**config.mk**
```make
export PLATFORM = sky130hd
export DESIGN_NAME = assign_seq_predict
export DESIGN_NICKNAME = d
export VERILOG_FILES = /design/src/rtl/assign_seq_pkg.sv /design/src/rtl/assign_seq_predict.sv
export SDC_FILE = /design/constraint.sdc
export NUM_CORES = 1
export LEC_CHECK = 0
export BUFFER_PORTS_ARGS = -buffer_cell sky130_fd_sc_hd__buf_2
export CORE_MARGIN = 4
export CORE_UTILIZATION = 40
export DETAILED_ROUTE_END_ITERATION = 6
export PLACE_DENSITY = 0.75
export REMOVE_ABC_BUFFERS = 1
export SKIP_LAST_GASP = 1
export SLEW_MARGIN = 20
export SYNTH_ARGS = -nofsm -noshare
export SYNTH_HDL_FRONTEND = slang
export SYNTH_SLANG_ARGS = --single-unit
```
**constraint.sdc**
```tcl
create_clock -name vclk -period 5.2
set_clock_uncertainty 0.2 [all_clocks]
set_input_delay 0.52 -clock vclk [all_inputs]
set_output_delay 0.52 -clock vclk [all_outputs]
set_load 0.02 [all_outputs]
```
**src/rtl/assign_seq_pkg.sv**
```systemverilog
// Shared types and constants for the assignment-sequence checker.
package assign_seq_pkg;

  typedef enum logic [1:0] {IDLE, SEED, CHECK, DONE} state_t;

  localparam logic [1:0] STEP_ADD   = 2'd0;
  localparam logic [1:0] STEP_SUB   = 2'd1;
  localparam logic [1:0] STEP_INC10 = 2'd2;
  localparam logic [1:0] STEP_INCC  = 2'd3;

  localparam int SUB_K = 3;
  localparam int ADD_K = 10;
  localparam int INC_K = 1;

  // Seed beat plus four beats per loop iteration.
  function automatic int beats_per_run(input int rep);
    return 1 + 4 * rep;
  endfunction

endpackage

```
**src/rtl/assign_seq_predict.sv**
```systemverilog
// Combinational next-snapshot predictor: applies one step of the recurrence.
module assign_seq_predict
  import assign_seq_pkg::*;
#(
  parameter int W = 32
) (
  input  logic [1:0]   step,
  input  logic [W-1:0] exp_a,
  input  logic [W-1:0] exp_b,
  input  logic [W-1:0] exp_c,
  input  logic [W-1:0] exp_d,
  output logic [W-1:0] nxt_a,
  output logic [W-1:0] nxt_b,
  output logic [W-1:0] nxt_c,
  output logic [W-1:0] nxt_d
);

  // Only the field named by the step changes; arithmetic wraps mod 2^W.
  always_comb begin
    nxt_a = exp_a;
    nxt_b = exp_b;
    nxt_c = exp_c;
    nxt_d = exp_d;
    case (step)
      STEP_ADD:   nxt_a = exp_b + exp_c;
      STEP_SUB:   nxt_d = exp_a - W'(SUB_K);
      STEP_INC10: nxt_b = exp_d + W'(ADD_K);
      STEP_INCC:  nxt_c = exp_c + W'(INC_K);
      default: ;
    endcase
  end

endmodule

```
## Yosys cells after proc, flatten, opt, wreduce, memory -nomap -nowiden

Index checks and enable logic that the tools add are counted.

- Reduce and logical (&&, ||, !) cells: 1
- $add $sub $neg: 4
- Equality and inequality tests: 3
- Multiplexer cells: 4

Operators by type and width:

| cell | count |
|---|---|
| $mux 32 | 4 |
| $add 32x1->32 const B | 1 |
| $add 32x32->32 | 1 |
| $add 32x4->32 const B | 1 |
| $sub 32x2->32 const B | 1 |
| $eq 2x2->1 const B | 2 |
| $eq 2x1->1 const B | 1 |
| $logic_not 2->1 | 1 |

- Flip-flop bits (word level): 0
- Output and inout bits: 128
- Bits of input ports: 130
- Logic and storage cells: 12

## Logic depth before layout (Yosys ltp)

- Word-level depth: 2
- Mapped depth: 9
- Depth with buffers taken out: 9

## Worst setup path after synthesis

No wires, ideal clock.

- Path kind: input-to-output
- Start point: input exp_b[0]
- End point: output nxt_a[28]
- Buffers on the path: 0
- Setup slack: 1,771 ps
- Data arrival time: 2,709 ps
- Stages on the path: 9
- Cells stage by stage: ha_1 -> fa_1 -> a21o_1 -> nand4_1 -> nand3b_1 -> a211oi_2 -> o41ai_1 -> and3_1 -> o21ai_0

- Word-level cells in the longest chain between the ends: 2

RTL lines:

| item | line | RTL |
|---|---|---|
| start: declaration | assign_seq_predict.sv:9 | `input logic [W-1:0] exp_b,` |
| $add 32x32->32 | assign_seq_predict.sv:25 | `STEP_ADD: nxt_a = exp_b + exp_c;` |
| $mux 32 | assign_seq_predict.sv:24 | `case (step)` |
| end: declaration | assign_seq_predict.sv:12 | `output logic [W-1:0] nxt_a,` |

Every way passes these cells.

## Worst setup path after layout

- Start point: input exp_c[13]
- End point: output nxt_a[27]

- Word-level cells in the longest chain between the ends: 2

RTL lines:

| item | line | RTL |
|---|---|---|
| start: declaration | assign_seq_predict.sv:10 | `input logic [W-1:0] exp_c,` |
| $add 32x32->32 | assign_seq_predict.sv:25 |  |
| $mux 32 | assign_seq_predict.sv:24 |  |

Every way passes these cells.

==> impl_metrics.tcl <==
set metrics [dict create \
    fmax_ghz 0.274 \
    vias_per_cell 5.60 \
    post_route_cells_drive_above_1_share_pct 30.1 \
    worstMarginPinSlew_ps 1040 \
    slew_headroom_pct 30.7 \
    path_cells "buf_2 > ha_1 > nand2_1 > nor4_1 > o21ai_0 > a211oi_2 > o21ai_0 > mux2i_1 > o311ai_0 > buf_2" \
    rows 37 \
    setup_viol 0 \
    dieArea_mm2 0.0127 \
    holdCritPathClass "in -> out" \
    seq_area_um2 0 \
    syn_area_per_cell_um2 6.15 \
    period_share_pct 70.3 \
    clockBufferCount 0 \
    grt-ovfl-total 0 \
    die_height_um 113 \
    yosysWarnings 0 \
    grt_max_degree 68 \
    post_cts_buffers 0 \
    fillers 1128 \
    setup-tns-final_ps 0 \
    post_cts_resized 0 \
    synth_cell_types 64 \
    min_period_ps 3650 \
    worstSetupPathType "in -> out" \
    slowest_delay_ps 450 \
    nNetsFinal 1107 \
    place_hpwl_um 15700 \
    hold_viol 0 \
    end_kind "output port" \
    io_pins 258 \
    remaining_drc_errors 0 \
    path_delay_family "compound AO/OA/AOI/OAI gates" \
    synth_area_mm2 0.00437 \
    coreArea_mm2 0.0105 \
    cp_num_buf_inv 2 \
    critPathLaunchType "primary input" \
    cp_max_fo 7 \
    grt_util_all_layers_pct 26.5 \
    netlist_instances 711 \
    required_ps 4480 \
    cp_slowest_cell "ha_1" \
    wl_per_cell_um 16.9 \
    worst_ep_arrival_time_ps 2930 \
    finalWirelength_um 18200 \
    antenna_cells 0 \
    seq_cells 0 \
    antenna_left 0 \
    grt_pass1_wl_um 28200 \
    cellPowerDensity_mw_per_mm2 114 \
    gp_congestion 1.03 \
    start_util_pct 41.8 \
    num_vias 6026 \
    rsz0062_at_grt "no" \
    dp_cells 1076 \
    io_buffers 258 \
    die_w_um 113 \
    hold_buffers 0 \
    drv_cap 0 \
    antenna_found_initial 0 \
    first_pass_iters 6 \
    status "finished clean" \
    p_leak_nw 2.72 \
    layout.cells.non_filler 1076 \
    areaGrowthSynthToFinish_pct 30.6 \
    ir_drop_uv 47.2 \
    grt_pass1_vias 5436 \
    ys_seq_area_share_pct 0 \
    drt_iter0_markers 667 \
    slew_viol_final 0 \
]
-- cells by family after synthesis --
logic type | count (synthesis) | share of synthesized area, %
adder cells (fa/ha/maj) | 35 | 10.2
AO/OA/AOI/OAI | 199 | 26.9
AND/OR/NAND/NOR | 323 | 35.1
XOR/XNOR | 111 | 22.3
multiplexers | 8 | 1.95
buffers and inverters | 35 | 3.64
-- cell usage after synthesis (6+ instances only) --
| cell type | number | area [um2] |
|---|---|---|
| clkbuf_1 | 23 | 86.3 |
| o21ai_0 | 104 | 521 |
| ha_1 | 34 | 425 |
| o21bai_1 | 7 | 52.6 |
| xor2_1 | 49 | 429 |
| nor3_1 | 22 | 110 |
| xnor2_1 | 62 | 543 |
| nor4_1 | 6 | 37.5 |
| a21oi_1 | 41 | 205 |
| nand2_1 | 162 | 608 |
| nand4_1 | 18 | 113 |
| and3_1 | 19 | 119 |
| inv_1 | 6 | 22.5 |
| a21o_1 | 12 | 90.1 |
| nor2_1 | 40 | 150 |
| nand3_1 | 23 | 115 |
-- through the flow --
stage          setup slack (ps)  power (mW)  hold WS, ps  utilization (%)  cell area (um2)
2_1_floorplan              1770       0.390          968                -             4230
3_3_place_gp               1630       0.641         1160             54.5             5700
3_5_place_dp               1610       0.641         1160             54.5             5700
4_1_cts                    1600       0.644         1160             54.5             5700
5_1_grt                    1340       0.708         1190             54.5             5710
6_report                   1550       0.653         1160             54.5             5710
-- layer usage --
layer	vias to the layer above	track usage, %	part of all wire [%]
met3	30	3.07	8.4
met1	2688	39.0	46
met5	-	0	0
met2	295	42.0	43
li1	3013	-	-
met4	0	4.17	2.3
-- layout by cell type, fill, tap and decap left out, drive strengths merged, types with 18 or more instances in the layout --
cell type,n
buf,258
nand2,162
o21ai,107
xnor2,62
xor2,49
a21oi,41
nor2,41
ha,34
nand3,24
nor3,22
and3,19
nand4,18
-- where the power goes --
part           internal (mW)  switching [mW]  leakage (nW)
clock                      0               0             0
combinational          0.232           0.421          2.72
sequential                 0               0             0
-- final timing paths --
| path | startpoint | to | cells after the start |
|---|---|---|---|
| worst max-delay path | exp_c[13] | nxt_a[27] | 10 |
| worst min-delay path | exp_c[26] | nxt_c[26] | 3 |
-- area by class of cell --
| cell class | count | area (um2) | share of cell area [%] |
|---|---|---|---|
| inverter | 6 | 22.5 | 0.395 |
| multi-input combinational | 676 | 4220 | 74.0 |
| tap | 136 | 170 | 2.98 |
| timing repair buffer | 258 | 1290 | 22.6 |
Power figures use the tool's default switching activity.
